### src/rtl/uart_rx_cfg.sv
// uart_rx_cfg: parametrised UART receiver.
//   Frame: 1 start bit, DATA_BITS data bits (LSB first), optional odd/even
//   parity bit, STOP_BITS stop bits. Reports parity and framing errors with
//   each received word. The serial input is brought into the clock domain by a
//   2-flop synchronizer before any decision is taken.
//
// Optional feature: define UART_RX_MAJORITY_EN to sample every bit three times
//   (MID-1, MID, MID+1) and take the 2-of-3 majority at MID+1. This shifts all
//   sample points and o_Rx_DV one clock later.
//
// Ports:
//   i_Clock      system clock, all logic on the rising edge
//   i_Reset      synchronous reset, active-high
//   i_Rx_Serial  asynchronous serial line, idle high
//   o_Rx_DV      one-cycle pulse, o_Rx_Byte and the error flags are valid
//   o_Rx_Byte    last received word (DATA_BITS wide)
//   o_Parity_Err parity mismatch on the last word (0 when PARITY_MODE=0)
//   o_Frame_Err  a stop bit was sampled low on the last word
//   o_Busy       high whenever the receiver is not idle
module uart_rx_cfg #(
  parameter int CLKS_PER_BIT = 1085,
  parameter int DATA_BITS    = 9,
  parameter int PARITY_MODE  = 0,
  parameter int STOP_BITS    = 1
) (
  input  logic                 i_Clock,
  input  logic                 i_Reset,
  input  logic                 i_Rx_Serial,
  output logic                 o_Rx_DV,
  output logic [DATA_BITS-1:0] o_Rx_Byte,
  output logic                 o_Parity_Err,
  output logic                 o_Frame_Err,
  output logic                 o_Busy
);

  localparam int CNT_W = $clog2(CLKS_PER_BIT);
  localparam int IDX_W = $clog2(DATA_BITS);
  localparam int MID   = (CLKS_PER_BIT - 1) / 2;
`ifdef UART_RX_MAJORITY_EN
  localparam int START_DEC = MID + 1;
`else
  localparam int START_DEC = MID;
`endif
  // Decision counts: the start bit is judged near its middle, every later bit
  // one full bit period after the previous decision.
  localparam logic [CNT_W-1:0] START_DEC_C = CNT_W'(START_DEC);
  localparam logic [CNT_W-1:0] BIT_DEC_C   = CNT_W'(CLKS_PER_BIT - 1);
  localparam logic [IDX_W-1:0] LAST_IDX    = IDX_W'(DATA_BITS - 1);

  typedef enum logic [2:0] {
    IDLE       = 3'd0,
    START      = 3'd1,
    DATA       = 3'd2,
    PARITY     = 3'd3,
    STOP       = 3'd4,
    DONE       = 3'd5,
    BREAK_WAIT = 3'd6
  } state_e;

  state_e               state_q, state_d;
  logic                 sync1_q, sync2_q;
  logic [CNT_W-1:0]     cnt_q, cnt_d;
  logic [IDX_W-1:0]     idx_q, idx_d;
  logic                 stop_idx_q, stop_idx_d;
  logic [DATA_BITS-1:0] shift_q, shift_d;
  logic                 perr_q, perr_d;
  logic                 ferr_q, ferr_d;
  logic                 dv_q;
  logic [DATA_BITS-1:0] byte_q;
  logic                 perr_out_q, ferr_out_q;
  logic                 busy_q;
  logic                 load_out_s;
  logic                 line_s, bit_s, at_dec_s;
  logic [CNT_W-1:0]     dec_cnt_s;

  // Odd mode expects an odd number of ones across data plus parity bit.
  function automatic logic parity_err(input logic [DATA_BITS-1:0] data, input logic pbit);
    logic x;
    x = ^data ^ pbit;
    if (PARITY_MODE == 1) begin
      parity_err = ~x;
    end else begin
      parity_err = x;
    end
  endfunction

`ifdef UART_RX_MAJORITY_EN
  logic maj_a_q, maj_b_q;

  function automatic logic maj3(input logic a, input logic b, input logic c);
    maj3 = (a & b) | (a & c) | (b & c);
  endfunction

  assign bit_s = maj3(maj_a_q, maj_b_q, line_s);
`else
  assign bit_s = line_s;
`endif

  assign line_s    = sync2_q;
  assign dec_cnt_s = (state_q == START) ? START_DEC_C : BIT_DEC_C;
  assign at_dec_s  = (cnt_q == dec_cnt_s);

  // Next-state logic for the frame receiver.
  always_comb begin
    state_d    = state_q;
    cnt_d      = cnt_q + CNT_W'(1);
    idx_d      = idx_q;
    stop_idx_d = stop_idx_q;
    shift_d    = shift_q;
    perr_d     = perr_q;
    ferr_d     = ferr_q;
    load_out_s = 1'b0;
    case (state_q)
      IDLE: begin
        cnt_d      = {CNT_W{1'b0}};
        perr_d     = 1'b0;
        ferr_d     = 1'b0;
        stop_idx_d = 1'b0;
        if (!line_s) begin
          state_d = START;
        end else begin
          state_d = IDLE;
        end
      end
      START: begin
        if (at_dec_s) begin
          cnt_d = {CNT_W{1'b0}};
          idx_d = {IDX_W{1'b0}};
          // A start bit that is high again by mid-bit is a glitch.
          state_d = bit_s ? IDLE : DATA;
        end else begin
          state_d = START;
        end
      end
      DATA: begin
        if (at_dec_s) begin
          cnt_d          = {CNT_W{1'b0}};
          shift_d[idx_q] = bit_s;
          if (idx_q == LAST_IDX) begin
            state_d = (PARITY_MODE != 0) ? PARITY : STOP;
          end else begin
            idx_d = idx_q + IDX_W'(1);
          end
        end else begin
          state_d = DATA;
        end
      end
      PARITY: begin
        if (at_dec_s) begin
          cnt_d   = {CNT_W{1'b0}};
          perr_d  = parity_err(shift_q, bit_s);
          state_d = STOP;
        end else begin
          state_d = PARITY;
        end
      end
      STOP: begin
        if (at_dec_s) begin
          cnt_d  = {CNT_W{1'b0}};
          ferr_d = ferr_q | ~bit_s;
          if ((STOP_BITS == 2) && (stop_idx_q == 1'b0)) begin
            stop_idx_d = 1'b1;
          end else begin
            state_d    = DONE;
            load_out_s = 1'b1;
          end
        end else begin
          state_d = STOP;
        end
      end
      DONE: begin
        // A low stop bit may be the start of a break; wait for idle first.
        state_d = ferr_q ? BREAK_WAIT : IDLE;
      end
      BREAK_WAIT: begin
        if (line_s) begin
          state_d = IDLE;
        end else begin
          state_d = BREAK_WAIT;
        end
      end
      default: begin
        state_d = IDLE;
      end
    endcase
  end

  // State, datapath and registered outputs.
  always_ff @(posedge i_Clock) begin
    if (i_Reset) begin
      sync1_q    <= 1'b1;
      sync2_q    <= 1'b1;
      state_q    <= IDLE;
      cnt_q      <= {CNT_W{1'b0}};
      idx_q      <= {IDX_W{1'b0}};
      stop_idx_q <= 1'b0;
      shift_q    <= {DATA_BITS{1'b0}};
      perr_q     <= 1'b0;
      ferr_q     <= 1'b0;
      dv_q       <= 1'b0;
      byte_q     <= {DATA_BITS{1'b0}};
      perr_out_q <= 1'b0;
      ferr_out_q <= 1'b0;
      busy_q     <= 1'b0;
    end else begin
      sync1_q    <= i_Rx_Serial;
      sync2_q    <= sync1_q;
      state_q    <= state_d;
      cnt_q      <= cnt_d;
      idx_q      <= idx_d;
      stop_idx_q <= stop_idx_d;
      shift_q    <= shift_d;
      perr_q     <= perr_d;
      ferr_q     <= ferr_d;
      dv_q       <= load_out_s;
      busy_q     <= (state_d != IDLE);
      if (load_out_s) begin
        byte_q     <= shift_q;
        perr_out_q <= perr_q;
        ferr_out_q <= ferr_d;
      end else begin
        byte_q     <= byte_q;
        perr_out_q <= perr_out_q;
        ferr_out_q <= ferr_out_q;
      end
    end
  end

`ifdef UART_RX_MAJORITY_EN
  // Capture the two early votes, two and one clocks before each decision.
  always_ff @(posedge i_Clock) begin
    if (i_Reset) begin
      maj_a_q <= 1'b1;
      maj_b_q <= 1'b1;
    end else begin
      if (cnt_q == dec_cnt_s - CNT_W'(2)) begin
        maj_a_q <= line_s;
      end
      if (cnt_q == dec_cnt_s - CNT_W'(1)) begin
        maj_b_q <= line_s;
      end
    end
  end
`endif

  assign o_Rx_DV      = dv_q;
  assign o_Rx_Byte    = byte_q;
  assign o_Parity_Err = perr_out_q;
  assign o_Frame_Err  = ferr_out_q;
  assign o_Busy       = busy_q;

endmodule

### config.mk
export PLATFORM = sky130hd
export DESIGN_NAME = uart_rx_cfg
export DESIGN_NICKNAME = d
export VERILOG_FILES = /design/src/rtl/uart_rx_cfg.sv
export SDC_FILE = /design/constraint.sdc
export NUM_CORES = 1
export LEC_CHECK = 0
export CAP_MARGIN = 0
export CORE_MARGIN = 2
export CORE_UTILIZATION = 54
export DETAILED_ROUTE_END_ITERATION = 12
export PLACE_DENSITY = 0.74
export SLEW_MARGIN = 20
export SYNTH_ARGS = -nofsm -noshare
export SYNTH_HDL_FRONTEND = slang
export SYNTH_SLANG_ARGS = --single-unit
### constraint.sdc
create_clock -name i_Clock -period 3.5 [get_ports i_Clock]
set_clock_uncertainty 0.05 [all_clocks]
set_input_delay 0.35 -clock i_Clock [delete_from_list [all_inputs] [get_ports i_Clock]]
set_output_delay 0.35 -clock i_Clock [all_outputs]
set_load 0.05 [all_outputs]
[Yosys cells after proc, flatten, opt, wreduce, memory -nomap -nowiden]
Index checks and enable logic that the tools add are counted.
W data, S select, Z words.
Storage, ports and cells
  register bits after elaboration: 44
  input bits: 3
  word-level logic and storage cells: 68
Cells by class
  $add $sub $neg: 2
  order comparisons: 2
  equality and inequality tests: 12
  muxes and demuxes: 26
  bitwise operators: 3
  reductions and logical operators: 10
Operator list (number)
  $mux W11: 2
  $pmux W11 S2: 1
  $pmux W3 S7: 1
  $mux W3: 5
  $mux W4: 3
  $add A11 B1 Y11 const B: 1
  $eq A11 B11 Y1: 1
  $bwmux W9: 1
  $eq A3 B3 Y1 const B: 3
  $reduce_xor A9 Y1: 1
  $ne A2 B2 Y1 const B: 4
  $pmux W4 S2: 1
  $mux W1: 7
  $eq A3 B2 Y1 const B: 2
  $lt A4 B5 Y1 const B: 1
  $add A4 B1 Y4 const B: 1
  $demux W1 S4: 1
  $eq A4 B4 Y1 const B: 1
  $ge A4 B1 Y1 const B: 1
  $mux W2: 2
  $pmux W1 S2: 2
  $reduce_and A2 Y1: 2
  $reduce_and A4 Y1: 1
  $reduce_bool A2 Y1: 2
  other kinds (8): 8

[Logic depth before layout (Yosys ltp)]
Gate-level depths: netlist of the first run.
  word-level depth: 6
  depth in mapped cells: 7

[Worst setup path before layout of the first run]
No wires, ideal clock.
  kind: register -> register
  from: reg idx_q[0]
  to: reg idx_q[3]
  setup time: 70 ps
  arrival time: 1911 ps
  path slack: 1469 ps
  cell stages (with the launch flop): 8
  clock period less this slack: 2031 ps
  cells stage by stage: dfxtp_1 -> inv_1 -> ha_1 -> nand3b_1 -> nand2b_1 -> a2111o_1 -> or4_1 -> a21oi_1
On the way
  longest elaborated chain between the ends: 4
RTL lines
  start, declared: line 63  | logic [IDX_W-1:0] idx_q, idx_d;
  start signal, assigned: line 195  | idx_q <= {IDX_W{1'b0}};
  start signal, assigned: line 210  | idx_q <= idx_d;
  $add A4 B1 Y4: line 142  | idx_d = idx_q + IDX_W'(1);
  $mux W4: line 139  | if (idx_q == LAST_IDX) begin
  $mux W4: line 136  | if (at_dec_s) begin
  $pmux W4 S2: line 113  | case (state_q)
Parallel ways exist; a longest one is shown, timed or not. The select of a mux whose other input is x is not followed.
A chain may end at the register's enable or synchronous reset.

[Worst setup path in the final report of the first run]
  from: reg state_q[0]
  to: reg ferr_out_q, in the netlist o_Frame_Err
On the way
  longest elaborated chain between the ends: 5
RTL lines
  start, declared: line 60  | state_e state_q, state_d;
  start signal, assigned: line 208  | state_q <= state_d;
  $eq A3 B1 Y1: line 100  | assign dec_cnt_s = (state_q == START) ? START_DEC_C : BIT_DEC_C;
  $mux W11: line 100
  $eq A11 B11 Y1: line 101  | assign at_dec_s = (cnt_q == dec_cnt_s);
  $mux W1: line 158  | if (at_dec_s) begin
  $pmux W1 S2 or $mux W1 (tied branches): line 113
  end signal, assigned: line 220  | ferr_out_q <= ferr_d;
  end signal, assigned: line 224  | ferr_out_q <= ferr_out_q;
  end, declared: line 70  | logic perr_out_q, ferr_out_q;
Parallel ways exist; a longest one is shown, timed or not.

==> results of run 1 <==
-- worst paths after layout --
check                   from          end  slack [ns]  depth (start not counted)
setup / recovery  state_q[0]  o_Frame_Err        0.99                          5
hold / removal       sync1_q        bit_s        0.37                          1
setup reg to reg  state_q[0]  o_Frame_Err        0.99                          5
hold reg to reg      sync1_q        bit_s        0.37                          1
-- stage by stage --
stage,instance area (um^2),worst slack [ns],power (W)
final,2350,0.985,0.000864
after global routing,2350,0.725,0.000894
after CTS,2350,1.01,0.000872
after detailed placement,2250,1.04,0.000543
after global placement,2250,1.15,0.000543
after floorplan,2070,1.47,0.000535
-- metal layers --
metal	routed length (um)	up-vias	GRT usage (%)
li1	-	827	-
met5	0	-	0
met3	106	11	4.43
met2	1930	16	35.6
met1	1770	744	22.8
met4	82	0	9.11
-- registers in the layout, summed over array words and instances (netlist names) --
name          flops
cnt_q            11
o_Rx_Byte         9
shift_q           9
idx_q             4
state_q           3
bit_s             1
ferr_q            1
o_Busy            1
o_Frame_Err       1
o_Parity_Err      1
o_Rx_DV           1
perr_q            1
sync1_q           1
-- placed cells by master (no fill, tap or decap), types with 6 or more instances in the layout --
master	n
nor3_1	11
nand3_1	17
xnor2_1	8
nor2_1	36
inv_1	7
nand2_1	7
a21oi_1	6
xor2_1	8
mux2i_1	20
clkdlybuf4s50_1	15
clkbuf_8	6
dfxtp_1	44
-- power groups by stage --
stage          combinational (W)  sequential, W  clock, W
3_5_place_dp           0.0000244       0.000519         0
5_1_grt                0.0000266       0.000508  0.000360
6_report               0.0000243       0.000507  0.000332
3_3_place_gp           0.0000246       0.000519         0
2_1_floorplan          0.0000171       0.000518         0
4_1_cts                0.0000244       0.000507  0.000341
-- area by class of cell --
cell class                 instances  area (um^2)
fill                             312         1310
multi-input combinational        169         1120
sequential                        44          881
timing repair buffer              17          165
clock buffer                       6         82.6
tap                               48         60.1
inverter                           7         26.3
clock inverter                     2         15.0
-- cell families (layout without fill, tap and decap cells) --
group	count (synthesis)	in the layout	synth area share, %
and+or+nand+nor	102	102	25.3
DFF	44	44	42.5
AOI/OAI and AO/OA	24	24	7.61
muxes	21	21	10.2
buffers and inverters	19	32	3.50
xor gates and xnor gates	17	17	7.86
adders and majority gates	5	5	3.02
==> flow_metrics.tcl, run 1 <==
set metrics [dict create \
    maxCapViolCount 0 \
    synthFlopType "dfxtp_1" \
    hold_viol 0 \
    rsz0062_at_grt "false" \
    fin_nets 252 \
    core_area_mm2 0.00366 \
    setup_violations 0 \
    p_comb_share_pct 2.8 \
    worst-path-max-fanout 13 \
    drive_above_1_share_pct 6.53 \
    worst-path-buf-inv 0 \
    place.gp.congestion 0.778 \
    p_int_w 0.000672 \
    power_leakage_nw 0.864 \
    synthTopCellsByCount "dfxtp_1 (44), nor2_1 (36), mux2i_1 (20)" \
    cpLargestDelayFamily "simple AND/OR/NAND/NOR gates" \
    relSlewSlack_pct 40.0 \
    wl_um 3890 \
    diodes 0 \
    clk_path_buf_depth 2 \
    worstMarginPinSlew_ns 0.875 \
    io_buffer_count 15 \
    status "complete, no violations" \
    syn-cell-area_mm2 0.00207 \
    drt.antenna.violating_nets 0 \
    worstPathCellList "nor3b_2 -> mux2_2 -> nand4_1 -> nor2b_1 -> a311oi_1" \
    post_drt_wl_per_cell_um 13.3 \
    post_cts_buffers 0 \
    initial_core_util_pct 56.6 \
    ys_ff_latch 44 \
    cts.sinks 44 \
    dr.pass1.iters 4 \
    p_per_area_mw_per_mm2 368 \
    ioPinCount 16 \
    die_w_um 65.9 \
    fmax_mhz 398 \
    fin_util_pct 64.1 \
    syn_to_final_growth_pct 13.4 \
    grt_pass1_vias 1557 \
    synth_top_cell_area_share_pct 42.5 \
    maxSlewViolCount 0 \
    grt_pass1_wl_um 6730 \
    htree_num_levels 2 \
    die_h_um 65.9 \
    cts.hold.buffers_added 0 \
    worstPathArrival_ns 2.68 \
    via_per_inst 5.45 \
    numCtsBuffers 5 \
    critical_path.slowest_cell "nand4_1" \
    tns_ns 0 \
    ys.warnings.count 0 \
    ir_drop_mv 0.289 \
    p_switching_w 0.000192 \
    pwr-share-clk_pct 38.5 \
    drt_iter0_markers 61 \
    ys_types 42 \
    dp.cells 285 \
    p_seq_share_pct 58.7 \
    synth_edf_count 0 \
    fp.dieArea_mm2 0.00435 \
    rows 22 \
    cpPeakStageDelay_ns 0.67 \
    critical_path_class "reg -> reg" \
    yosysTopAreaCell "dfxtp_1" \
    finalNonFillerCells 293 \
    grt_start_max_net_pins 19 \
    place_hpwl_um 2800 \
    grt_overflow_total 0 \
    min_period_over_period_pct 71.8 \
    async_reset_ff_share_pct 0 \
    fin_crit_ns 2.51 \
    antenna_found_initial 0 \
    syn_nets 240 \
    end_kind "flop" \
    dr_total_vias 1598 \
    synthTopCellsByArea "dfxtp_1 (43%), mux2i_1 (9.7%), nor2_1 (6.5%)" \
    yosysMostFrequentCell "dfxtp_1" \
    syn_area_per_cell_um2 8.93 \
    clock_latency_ns 0.30 \
    syn_inst 232 \
    cts.clk_slew.worst_paths_ns 0.08 \
    worstSetupStartpointType "flop" \
    cts_root_buf "clkbuf_8" \
    ctsResizeCount 0 \
    ys_seq_area_share_pct 42.5 \
    crit_required_ns 3.66 \
    hold_class "reg -> reg" \
    cts_tree "built" \
    switching_share_pct 22.2 \
    holdWs_ns 0.366 \
    grtUsageTotal_pct 20.1 \
    drc 0 \
]
Note: power is estimated with default switching activity, not from simulation.
==> run 2: changes to the inputs <==
CORE_UTILIZATION = 52   (was 54)
clock period = 2.08 ns   (was 3.5 ns; I/O delays follow)
==> flow_metrics.tcl, run 2 (same netlist as run 1, synthesis figures left out) <==
set metrics [dict create \
    cts_tree "built" \
    worstHoldEndpoint "bit_s" \
    critical_path.slowest_cell "or4_1" \
    hold_class "reg -> reg" \
    numCtsBuffers 5 \
    grt_pass1_wl_um 6900 \
    holdWs_ns 0.363 \
    power_leakage_nw 0.953 \
    worst-path-max-fanout 6 \
    finalNonFillerCells 309 \
    critical_path_class "reg -> reg" \
    rr_startpoint "cnt_q[1]" \
    grt_overflow_total 0 \
    grtUsageTotal_pct 20.0 \
    min_period_over_period_pct 94.3 \
    dr_total_vias 1678 \
    diodes 0 \
    cpPeakStageDelay_ns 0.50 \
    core_area_mm2 0.00374 \
    initial_core_util_pct 55.3 \
    place_hpwl_um 3020 \
    hold_start "sync1_q" \
    fmax_mhz 510 \
    dp.cells 300 \
    maxCapViolCount 0 \
    hold_viol 0 \
    place.gp.congestion 0.880 \
    min_path_cells 1 \
    rrSetupSlack_ns 0.12 \
    drt_iter0_markers 70 \
    largest_reg_flops 11 \
    maxSlewViolCount 0 \
    io_buffer_count 15 \
    wl_um 4020 \
    syn_to_final_growth_pct 20.6 \
    relSlewSlack_pct 65.4 \
    place_area_mm2 0.00236 \
    grt_pass1_vias 1664 \
    via_per_inst 5.43 \
    die_w_um 67.1 \
    cts.sinks 44 \
    antenna_found_initial 0 \
    ir_drop_mv 0.437 \
    htree_num_levels 2 \
    crit_required_ns 2.26 \
    setup_violations 0 \
    fin_nets 268 \
    drive_above_1_share_pct 13.4 \
    drt.antenna.violating_nets 0 \
    final_common_cell "dfxtp_1" \
    cts.hold.buffers_added 0 \
    worstMarginPinSlew_ns 0.519 \
    post_drt_wl_per_cell_um 13.0 \
    end_kind "flop" \
    die_h_um 67.1 \
    worstSetupStartpointType "flop" \
    largest-register "cnt_q" \
    p_per_area_mw_per_mm2 622 \
    worst_r2r_path_depth 5 \
    cts.clk_slew.worst_paths_ns 0.08 \
    most-common-layout-cells "dfxtp_1 (44), nor2_1 (36), mux2i_1 (20), buf_4 (18), nand3_1 (17)" \
    status "complete, no violations" \
    rows 22 \
    p_total_w 0.00155 \
    grt_start_max_net_pins 17 \
    worstPathCellList "and4bb_2 -> mux2i_1 -> a2111o_1 -> or4_1 -> a21oi_2" \
    stdcell_area_mm2 0.00250 \
    drc 0 \
    clk_path_buf_depth 2 \
    fin_crit_ns 1.96 \
    worstPathArrival_ns 2.14 \
    tns_ns 0 \
    clock_latency_ns 0.29 \
    dr.pass1.iters 4 \
    ioPinCount 16 \
    fp.dieArea_mm2 0.00450 \
    cts_root_buf "clkbuf_8" \
    r2r-end "idx_q[3]" \
]
run 2: cell types whose count changed in the layout (fill, tap and decap cells not counted), sizes merged:
cell and delta:
buf +16, bufinv +1, clkbuf -1, clkinvlp -1, inv +1
run 2: area by class of cell:
cell class              instances  area [um^2]
repair buffers                 33          285
flip-flops and latches         44          881
multi-input cells             169         1130
clock buffers                   5         68.8
fillers                       324         1250
inverters                       7         26.3
well taps                      48         60.1
clock inverters                 3         46.3
run 2: per-layer routing:
layer	share of wire, %	GRT usage, %	routed length (um)	vias up
met5	0	0	0	-
met4	1.0	5.61	41	0
met3	4.5	5.07	179	6
met2	51	37.7	2070	28
met1	43	21.7	1730	781
li1	-	-	-	863
run 2: worst max-delay path by stage:
stage | cells past startpoint | end | from | slack (ns)
2_1_floorplan | 7 | idx_q[3] | idx_q[0] | 0.05
3_3_place_gp | 7 | idx_q[3] | idx_q[0] | 0.14
3_5_place_dp | 7 | idx_q[3] | idx_q[0] | 0.11
4_1_cts | 7 | idx_q[3] | idx_q[0] | 0.09
5_1_grt | 7 | idx_q[2] | cnt_q[1] | -0.03
6_report | 5 | idx_q[3] | cnt_q[1] | 0.12
run 2: critical path: cells and delay by family (launching register included):
family,cells,cell delay (ns)
mux,1,0.10
compound gates,2,0.55
flops,1,0.44
simple gates,2,0.77
run 2: power breakdown:
group          leakage (nW)  internal, W  switching (W)
logic                 0.543    0.0000212      0.0000268
clock network        0.0548     0.000362       0.000291
registers             0.355     0.000846     0.00000598
total                 0.953      0.00123       0.000324
run 2: repair_timing:
action                                  4_1_cts  5_1_grt
endpoints found under the setup margin        0        2
resized for setup                             0        3
buffers inserted                              0        1
run 2: metrics by stage:
stage,worst slack (ns),util [%]
2_1_floorplan,0.0485,-
3_3_place_gp,0.141,63.1
3_5_place_dp,0.112,63.1
4_1_cts,0.0902,66.2
5_1_grt,-0.0312,66.7
6_report,0.119,66.7
==> run 3: changes to the inputs <==
==> constraint.sdc (replaced) <==
create_clock -name i_Clock -period 2.08 [get_ports i_Clock]
set_clock_uncertainty 0.05 [all_clocks]
set_input_delay 0.416 -clock i_Clock [delete_from_list [all_inputs] [get_ports i_Clock]]
set_output_delay 0.416 -clock i_Clock [all_outputs]
set_load 0.05 [all_outputs]
==> flow_metrics.tcl, run 3 (same netlist as run 1, synthesis figures left out) <==
set metrics [dict create \
    status "complete, no violations" \
    ioPinCount 16 \
    setup_violations 0 \
    hold_class "reg -> reg" \
    largest-register "cnt_q" \
    rr_startpoint "state_q[0]" \
    dp.cells 299 \
    die_w_um 67.1 \
    place_hpwl_um 3020 \
    grt_overflow_total 0 \
    maxSlewViolCount 0 \
    cts_tree "built" \
    ir_drop_mv 0.328 \
    worstMarginPinSlew_ns 0.513 \
    core_area_mm2 0.00374 \
    drc 0 \
    rows 22 \
    maxCapViolCount 0 \
    place.gp.congestion 0.865 \
    post_cts_buffers 0 \
    most-common-layout-cells "dfxtp_1 (43), nor2_1 (36), mux2i_1 (20), nand3_1 (17), buf_4 (16)" \
    r2r-end "o_Rx_Byte[8]" \
    initial_core_util_pct 55.3 \
    worstSetupStartpointType "flop" \
    relSlewSlack_pct 65.7 \
    dr_total_vias 1672 \
    via_per_inst 5.45 \
    rsz0062_at_grt "true" \
    final_common_cell "dfxtp_1" \
    diodes 0 \
    worst-path-max-fanout 11 \
    p_total_w 0.00144 \
    io_buffer_count 15 \
    htree_num_levels 2 \
    critical_path_class "reg -> reg" \
    cts_root_buf "clkbuf_8" \
    cts.hold.buffers_added 0 \
    largest_reg_flops 11 \
    grtUsageTotal_pct 21.7 \
    post_drt_wl_per_cell_um 13.2 \
    fin_nets 266 \
    hold_viol 0 \
    worst_r2r_path_depth 6 \
    fin_crit_ns 1.95 \
    clk_path_buf_depth 2 \
    numCtsBuffers 5 \
    min_period_over_period_pct 93.6 \
    worstPathArrival_ns 2.09 \
    grt_pass1_wl_um 7230 \
    fmax_mhz 514 \
    worstHoldEndpoint "bit_s" \
    hold_start "sync1_q" \
    grt_pass1_vias 1619 \
    drt_iter0_markers 36 \
    p_per_area_mw_per_mm2 584 \
    antenna_found_initial 0 \
    min_path_cells 1 \
    rrSetupSlack_ns 0.13 \
    finalNonFillerCells 307 \
    holdWs_ns 0.369 \
    end_kind "flop" \
    wl_um 4060 \
    cts.sinks 44 \
    drive_above_1_share_pct 13.1 \
    dr.pass1.iters 4 \
    die_h_um 67.1 \
    cts.clk_slew.worst_paths_ns 0.08 \
    fp.dieArea_mm2 0.00450 \
    syn_to_final_growth_pct 19.2 \
    crit_required_ns 2.22 \
    drt.antenna.violating_nets 0 \
    grt_start_max_net_pins 17 \
    power_leakage_nw 0.933 \
    clock_latency_ns 0.30 \
]
## run 3: cell count changes in the layout (fill, tap and decap cells not counted), sizes merged
cell	previous run	this run
inv	8	7
bufinv	1	0
clkinv	0	2
clkbuf	5	6
clkinvlp	1	0
buf	18	16
## run 3: critical path, stage by stage, from the launching register on
cell     delay, ns
dfxtp_1       0.40
nor3b_4       0.25
mux2_2        0.42
nand4_1       0.17
buf_4         0.27
mux2i_1       0.21
nor2_1        0.06
## run 3: per-stage QoR
| step | worst slack (ns) | utilization (%) | area, um^2 | setup TNS (ns) |
|---|---|---|---|---|
| after floorplan | 0.0485 | - | 2070 | 0 |
| after global placement | 0.102 | 62.9 | 2350 | 0 |
| after detailed placement | 0.0190 | 62.9 | 2350 | 0 |
| after CTS | 0.00297 | 65.4 | 2450 | 0 |
| after global routing | -0.00305 | 65.9 | 2470 | -0.00305 |
| final | 0.133 | 65.9 | 2470 | 0 |
## run 3: worst max path at each step
stage                from            to  depth (start not counted)
2_1_floorplan    idx_q[0]      idx_q[3]                          7
3_3_place_gp     cnt_q[0]      cnt_q[7]                          5
4_1_cts          cnt_q[0]      cnt_q[5]                          5
6_report       state_q[0]  o_Rx_Byte[8]                          6
5_1_grt          idx_q[0]      idx_q[3]                          7
3_5_place_dp     cnt_q[0]      cnt_q[5]                          5
## run 3: repair_timing
action                                  4_1_cts  5_1_grt
endpoints found under the hold margin         0        0
endpoints found under the setup margin        0       15
gates resized for setup                       0        6
## run 3: power breakdown
part,switching [W],internal [W]
Sequential,0.00000431,0.000846
Combinational,0.0000284,0.0000212
Clock,0.000276,0.000265
Total,0.000309,0.00113
## run 3: per-layer routing
metal,global-route usage (%),routed length [um],vias up
li1,-,-,861
met1,26.0,1860,769
met2,36.3,1970,30
met3,7.77,149,12
met4,6.38,74,0
met5,0,0,-
## run 3: layout make-up
| class | count | area (um^2) |
|---|---|---|
| flip-flops and latches | 44 | 882 |
| repair buffers | 31 | 270 |
| clock inverters | 2 | 10.0 |
| multi-input cells | 169 | 1140 |
| inverters | 7 | 26.3 |
| fillers | 327 | 1280 |
| well taps | 48 | 60.1 |
| clock buffers | 6 | 82.6 |
